[config.mk]
export PLATFORM = sky130hd
export DESIGN_NAME = mult_pipe_flat
export DESIGN_NICKNAME = d
export VERILOG_FILES = /design/src/rtl/mult_pipe_if.sv /design/src/rtl/mult_pipe.sv /design/src/flat_wrapper.sv
export SDC_FILE = /design/constraint.sdc
export NUM_CORES = 2
export LEC_CHECK = 0
export BUFFER_PORTS_ARGS = -buffer_cell sky130_fd_sc_hd__buf_4
export CORE_ASPECT_RATIO = 0.7
export CORE_MARGIN = 2
export CORE_UTILIZATION = 50
export DETAILED_ROUTE_END_ITERATION = 16
export PLACE_DENSITY = 0.74
export SLEW_MARGIN = 20
export SYNTH_ARGS = -nofsm -noshare
export SYNTH_HDL_FRONTEND = slang
export SYNTH_SLANG_ARGS = --single-unit
[constraint.sdc]
create_clock -name i_clk -period 9 [get_ports i_clk]
set_input_delay 1.35 -clock i_clk [delete_from_list [all_inputs] [get_ports i_clk]]
set_output_delay 1.35 -clock i_clk [all_outputs]
set_load 0.03 [all_outputs]
[src/rtl/mult_pipe_if.sv]
// Request/response bundle for mult_pipe: valid/ready request channel carrying
// op, operands and tag, and a valid/ready result channel carrying data and tag.
interface mult_pipe_if #(
  parameter int XLEN  = 32,
  parameter int TAG_W = 6
);
  logic             in_valid;
  logic             in_ready;
  logic [1:0]       in_op;
  logic [XLEN-1:0]  in_a;
  logic [XLEN-1:0]  in_b;
  logic [TAG_W-1:0] in_tag;
  logic             out_valid;
  logic             out_ready;
  logic [XLEN-1:0]  out_data;
  logic [TAG_W-1:0] out_tag;

  modport master (
    output in_valid, in_op, in_a, in_b, in_tag, out_ready,
    input  in_ready, out_valid, out_data, out_tag
  );

  modport slave (
    input  in_valid, in_op, in_a, in_b, in_tag, out_ready,
    output in_ready, out_valid, out_data, out_tag
  );
endinterface

[src/rtl/mult_pipe.sv]
// LATENCY-stage RISC-V style multiplier (MUL/MULH/MULHSU/MULHU) with tag passthrough
// and whole-pipe stall. Define MULT_PIPE_FLUSH_EN to make i_flush squash in-flight work.
module mult_pipe #(
  parameter int XLEN    = 32,
  parameter int LATENCY = 5,
  parameter int TAG_W   = 6
) (
  input  logic          i_clk,
  input  logic          i_rst,
  input  logic          i_flush,
  mult_pipe_if.slave    bus
);

  localparam logic [1:0] OP_MUL    = 2'b00;
  localparam logic [1:0] OP_MULH   = 2'b01;
  localparam logic [1:0] OP_MULHSU = 2'b10;
  localparam int         PW        = 2 * XLEN + 2;

  function automatic logic signed [XLEN:0] ext_a(input logic [1:0] op, input logic [XLEN-1:0] a);
    logic sgn;
    sgn = (op != 2'b11) & a[XLEN-1];
    return $signed({sgn, a});
  endfunction

  function automatic logic signed [XLEN:0] ext_b(input logic [1:0] op, input logic [XLEN-1:0] b);
    logic sgn;
    sgn = ((op == OP_MUL) || (op == OP_MULH)) & b[XLEN-1];
    return $signed({sgn, b});
  endfunction

  function automatic logic [XLEN-1:0] sel_result(input logic [1:0] op, input logic [2*XLEN-1:0] prod);
    if (op == OP_MUL) return prod[XLEN-1:0];
    return prod[2*XLEN-1:XLEN];
  endfunction

  logic [LATENCY-1:0]      r_vld;
  logic signed [XLEN:0]    r_a_p0;
  logic signed [XLEN:0]    r_b_p0;
  logic [1:0]              r_op_p0;
  logic [TAG_W-1:0]        r_tag_p [0:LATENCY-1];
  logic [XLEN-1:0]         r_res_p [1:LATENCY-1];

  logic                    w_adv;
  logic                    w_acc;
  logic                    w_kill;
  logic signed [PW-1:0]    w_a_wide;
  logic signed [PW-1:0]    w_b_wide;
  logic signed [PW-1:0]    w_prod_full;
  logic [2*XLEN-1:0]       w_prod;
  logic [1:0]              w_unused_prod_top;

`ifdef MULT_PIPE_FLUSH_EN
  assign w_kill = i_flush;
`else
  logic w_unused_flush;
  assign w_unused_flush = i_flush;
  assign w_kill         = 1'b0;
`endif

  // The pipe only moves when the result slot is empty or being drained.
  assign w_adv         = !r_vld[LATENCY-1] || bus.out_ready;
  assign w_acc         = bus.in_valid && w_adv;
  assign bus.in_ready  = w_adv;
  assign bus.out_valid = r_vld[LATENCY-1];
  assign bus.out_data  = r_res_p[LATENCY-1];
  assign bus.out_tag   = r_tag_p[LATENCY-1];

  // Sign-extend to full product width so the low 2*XLEN bits are exact for every op.
  assign w_a_wide          = $signed({{(XLEN+1){r_a_p0[XLEN]}}, r_a_p0});
  assign w_b_wide          = $signed({{(XLEN+1){r_b_p0[XLEN]}}, r_b_p0});
  assign w_prod_full       = w_a_wide * w_b_wide;
  assign w_prod            = w_prod_full[2*XLEN-1:0];
  assign w_unused_prod_top = w_prod_full[PW-1:2*XLEN];

  always_ff @(posedge i_clk) begin
    if (i_rst || w_kill) begin
      r_vld <= '0;
    end else if (w_adv) begin
      r_vld <= {r_vld[LATENCY-2:0], w_acc};
    end
  end

  always_ff @(posedge i_clk) begin
    if (w_adv) begin
      // p0: extended operands
      r_a_p0     <= ext_a(bus.in_op, bus.in_a);
      r_b_p0     <= ext_b(bus.in_op, bus.in_b);
      r_op_p0    <= bus.in_op;
      r_tag_p[0] <= bus.in_tag;
      // p1: selected product half
      r_res_p[1] <= sel_result(r_op_p0, w_prod);
      // p2..: delay stages
      for (int i = 2; i < LATENCY; i++) begin
        r_res_p[i] <= r_res_p[i-1];
      end
      for (int i = 1; i < LATENCY; i++) begin
        r_tag_p[i] <= r_tag_p[i-1];
      end
    end
  end

endmodule

[src/flat_wrapper.sv]
// flat-port wrapper written by rule: the top's interface ports become plain ports
module mult_pipe_flat 
#(
  parameter int XLEN    = 32,
  parameter int LATENCY = 5,
  parameter int TAG_W   = 6
)
  (i_clk, i_rst, i_flush, bus_in_valid, bus_in_op, bus_in_a, bus_in_b, bus_in_tag, bus_out_ready, bus_in_ready, bus_out_valid, bus_out_data, bus_out_tag);
  mult_pipe_if #(.XLEN(XLEN), .TAG_W(TAG_W)) bus_i ();
  input  logic i_clk;
  input  logic i_rst;
  input  logic i_flush;
  input wire logic [$bits(bus_i.in_valid)-1:0] bus_in_valid;
  input wire logic [$bits(bus_i.in_op)-1:0] bus_in_op;
  input wire logic [$bits(bus_i.in_a)-1:0] bus_in_a;
  input wire logic [$bits(bus_i.in_b)-1:0] bus_in_b;
  input wire logic [$bits(bus_i.in_tag)-1:0] bus_in_tag;
  input wire logic [$bits(bus_i.out_ready)-1:0] bus_out_ready;
  output wire logic [$bits(bus_i.in_ready)-1:0] bus_in_ready;
  output wire logic [$bits(bus_i.out_valid)-1:0] bus_out_valid;
  output wire logic [$bits(bus_i.out_data)-1:0] bus_out_data;
  output wire logic [$bits(bus_i.out_tag)-1:0] bus_out_tag;
  assign bus_i.in_valid = bus_in_valid;
  assign bus_i.in_op = bus_in_op;
  assign bus_i.in_a = bus_in_a;
  assign bus_i.in_b = bus_in_b;
  assign bus_i.in_tag = bus_in_tag;
  assign bus_i.out_ready = bus_out_ready;
  assign bus_in_ready = bus_i.in_ready;
  assign bus_out_valid = bus_i.out_valid;
  assign bus_out_data = bus_i.out_data;
  assign bus_out_tag = bus_i.out_tag;
  mult_pipe #(.XLEN(XLEN), .LATENCY(LATENCY), .TAG_W(TAG_W)) u_core (.i_clk(i_clk), .i_rst(i_rst), .i_flush(i_flush), .bus(bus_i));
endmodule
# Word-level counts from Yosys, hierarchy flattened
# Memories as Yosys holds them, arrays and structs flattened.
# Cells that the tools add are included.
# classes
n_bitwise,2
multipliers,1
n_div,0
n_addsub,0
reduce_logical,6
magnitude_cmp,0
shifts,0
n_eq_ne,2
mux,7
# ops
operator,n
two-way mux 32 bit,3
multiplier 33 x 33 -> 64 bit,1
logical NOT 2 bit,2
two-way mux 1 bit,4
AND 1 bit,2
equality test 2 x 1 -> 1 bit (second input constant),1
logical OR 1 bit,2
inequality test 2 bit (second input constant),1
logical AND 1 bit,1
logical NOT 1 bit,1
# word_totals
ramBits,158
out_inout_bits,40
mem_bits_ro,0
in_bits,77
register_bits,73
n_memories,2
latch_bits,0
# memory_table
name,depth,width,read_ports,rd_ports_with_merged_regs,wr,line_no,text
u_core.r_res_p,4,32,4,0,4,mult_pipe.sv:41,logic [XLEN-1:0] r_res_p [1:LATENCY-1];
u_core.r_tag_p,5,6,5,0,5,mult_pipe.sv:40,logic [TAG_W-1:0] r_tag_p [0:LATENCY-1];

# Logic depth before layout (Yosys ltp)
# depth
depth_word,5
mapped_depth,29
mapped_depth_nobuf,27

# Least setup slack after synthesis
# No wires, ideal clock.
# synth_path
kind,register to register
startpoint,register u_core.r_a_p0[32]
endpoint,"register, netlist name u_core.r_res_p[0][61]"
n_path_buf,1
setup_slack_ns,1.200
synth_period_minus_slack_ns,7.800
t_arrival_ns,7.527
stages_incl_launch_ff,26
cell_sequence,edfxtp_1 -> clkbuf_1 -> nand2_1 -> inv_1 -> fa_1 -> fa_1 -> fa_1 -> fa_1 -> inv_1 -> fa_1 -> inv_1 -> fa_1 -> fa_1 -> inv_1 -> fa_1 -> inv_1 -> ha_1 -> a21o_1 -> a221oi_2 -> o22ai_1 -> nor2_1 -> o21ai_0 -> or3_1 -> o21ai_1 -> a21boi_0 -> a211oi_1
# synth_lines
item,line_no,text
"start, declared",mult_pipe.sv:37,logic signed [XLEN:0] r_a_p0;
"start signal, assigned",mult_pipe.sv:86,"r_a_p0 <= ext_a(bus.in_op, bus.in_a);"

==> out/results.ini <==
[outcome]
status=finished clean

[min_path]
min_to=u_core.r_res_p[0][155]
hp-class=flip-flop to flip-flop
hold_depth=0
worstHoldStart=u_core.r_res_p[0][123]

[clocking]
clk_pin_slew_ns=0.07
cts-hold-fix-buffers=0
root_buffer=clkbuf_16
cts_made_buffers=26
cts_resized=0
tritoncts=built
clk_path_buf_depth=3
insertion_delay_ns=0.61
post-cts-setup-buffers=0
htreeDepth=1
clock_sinks=231

[yosys]
yosys-top-cells-area=fa_1 49%, edfxtp_1 15%, inv_1 9.0%
synth_nets=5951
ys_warn_count=0
netlist_area_mm2=0.0461
ys.flop_type=edfxtp_1
post_synth_num_cell_types=70
synth_top_area_share_pct=48.9
yosys.area.top_type=fa_1
ys_seq_elements=231
async_flop_share_pct=0
synth-edff-count=226
syn_area_per_cell_um2=10.2
synthCells=4537
ys_seq_area_share_pct=14.9

[route]
wirelength_um=115000
drt-pass1-iter-count=6
drt-initial-drc-count=2391
vias_per_cell=5.27
wl_per_cell_um=19.8
vias=30586
detail-route-antenna-nets=0
drc_errors=0

[sta]
tightest_slew_ns=1.17
slew_violations=0
period_needed_ns=8.50
relSlewSlack_pct=22.2
fin_skew_ns=0.0179
final-hold-violation-count=0
setup_tns_ns=0
rsz0062_at_grt=false
finalSetupViolCount=0
fmax_mhz=118
timing.final.crit_share_pct=94.4

[layout]
synthToLayoutAreaGrowth_pct=6.81
drive_above_1_share_pct=6.62
fin_nets=5958
nFillCells=8021
antenna_cells=0
multiInputGateArea_mm2=0.0339
seq_area_mm2=0.00689

[global_routing]
grt_max_degree=91
antenna_found_initial=2
grt_usage_pct=25.4
grt_overflow_total=0
grt_pass1_vias=33443
grt_first_pass_wirelength_um=187000

[place]
portBuffers=115
dpl.hpwl_um=95300
gp_congestion=0.916

[critical_path]
reg2reg_slack_ns=0.50
required_ns=9.35
cp-end-kind=flip-flop
reg2regPathDepth=23
path_max_fanout=16
rr_startpoint=u_core.r_a_p0[14]
worst_ep_arrival_time_ns=8.85
path_class=flip-flop to flip-flop
startpoint_type=flip-flop
timing.rr.end=u_core.r_res_p[0][59]

[die]
initial_core_util_pct=50.2
fp.dieH_um=258
ioPinCount=117
rows=93
die-area_mm2=0.0946
coreArea_mm2=0.0917
dieWidth_um=367

[flow_run]
drv_cap=0

## how the worst max path moves through the flow
stage | endpoint | startpoint | slack, ns
6_report | u_core.r_res_p[0][59] | u_core.r_a_p0[14] | 0.50
5_1_grt | u_core.r_res_p[0][61] | u_core.r_b_p0[3] | 0.16
4_1_cts | u_core.r_res_p[0][35] | u_core.r_b_p0[10] | 0.59
3_5_place_dp | u_core.r_res_p[0][58] | u_core.r_b_p0[10] | 0.61
3_3_place_gp | u_core.r_res_p[0][35] | u_core.r_b_p0[10] | 0.67
2_1_floorplan | u_core.r_res_p[0][61] | u_core.r_a_p0[32] | 1.20
## final cells by class
cell class                      count  share of cell area [%]
Timing Repair Buffer              238                    3.80
Sequential cell                   231                    14.0
Tap cell                         1235                    3.14
Clock inverter                     20                   0.359
Inverter                         1106                    8.45
Multi-Input combinational cell   2941                    68.9
Clock buffer                       28                    1.34
## logic make-up after synthesis
kind of cell | share of synthesized area [%]
fa+ha+maj | 54.6
xor+xnor | 1.24
buf+inv | 11.4
flops | 14.9
simple gates | 14.1
mux | 0.109
compound gates | 3.53
## sequential cells by signal (all words and copies together) (netlist names)
signal / cells
u_core.r_res_p: 128
u_core.r_a_p0: 33
u_core.r_b_p0: 33
u_core.r_tag_p: 30
u_core.r_vld: 5
u_core.r_op_p0: 2
## placed cells by master (no fill, tap or decap), types with 10 or more instances in the layout
cell type and n:
xor2_1 22, edfxtp_1 226, nand2_1 576, xnor2_1 43, nor2_1 52, ha_1 212
clkbuf_16 26, o21a_1 20, o21ai_0 40, nand3_1 23, nor3_1 11, buf_4 231
a21o_1 28, nand2b_1 14, o21bai_1 10, and2_1 536, a21oi_1 75, fa_1 1125
inv_1 1105, nor2b_1 32
## cell usage after synthesis (3+ instances only)
| cell | count |
|---|---|
| xnor2_1 | 43 |
| mux2i_1 | 5 |
| inv_1 | 1106 |
| o21ai_1 | 4 |
| and2_1 | 536 |
| nor2_1 | 53 |
| fa_1 | 1125 |
| and3_1 | 9 |
| buf_2 | 3 |
| nor2b_1 | 32 |
| nand2_1 | 576 |
| o2111ai_1 | 3 |
| nor3b_1 | 3 |
| clkbuf_1 | 215 |
| nand4_1 | 8 |
| o211ai_1 | 6 |
| nand2b_1 | 14 |
| o21a_1 | 20 |
| o21ai_0 | 40 |
| a21o_1 | 28 |
| a31oi_1 | 5 |
| nand3_1 | 23 |
| buf_4 | 39 |
| a21oi_1 | 75 |
| or2_2 | 4 |
| o21bai_1 | 10 |
| ha_1 | 212 |
| dfxtp_1 | 5 |
| nor3_1 | 11 |
| xor2_1 | 22 |
| o31ai_1 | 4 |
| edfxtp_1 | 226 |
| a21boi_0 | 5 |
| a211o_1 | 5 |
| a211oi_1 | 8 |
| or3_1 | 6 |
| a21oi_2 | 3 |
| and4_1 | 3 |
## stage by stage
step / instances / hold WS, ns / setup slack, ns / util [%] / cell area, µm²
after detailed placement: 5750 / 0.405 / 0.607 / 52.7 / 48400
final: 5799 / 0.418 / 0.501 / 53.7 / 49200
after global placement: 5750 / 0.400 / 0.666 / 52.7 / 48400
after floorplan: 4537 / 0.400 / 1.20 / - / 46100
after CTS: 5798 / 0.418 / 0.593 / 53.6 / 49200
after global routing: 5799 / 0.422 / 0.160 / 53.7 / 49200
## per-layer routing
metal  wire [µm]  up-vias  share of wire [%]  track usage [%]
li1            -    13186                  -                -
met1       49400    15835                 43             37.5
met2       50300     1421                 44             37.9
met3       12800      144                 11             6.75
met4        2130        0                1.9             4.97
met5           0        -                  0                0
## worst max-delay path, cell delays in order (launching register included)
cell,delay (ns)
edfxtp_1,1.07
buf_4,0.36
nand2_1,0.11
fa_1,0.57
inv_1,0.05
fa_1,0.49
fa_1,0.59
fa_1,0.46
fa_1,0.58
fa_1,0.47
fa_1,0.50
inv_1,0.05
fa_1,0.49
inv_1,0.05
ha_1,0.46
a21oi_1,0.13
o21ai_1,0.27
nand4_1,0.15
a32oi_1,0.38
a22oi_1,0.21
a211oi_1,0.36
o21ai_1,0.18
xor2_1,0.17
o21ai_0,0.08
Power is left out: the tool's default activity adds up to more than one toggle a clock period on the data nets, which glitch-free logic cannot reach.
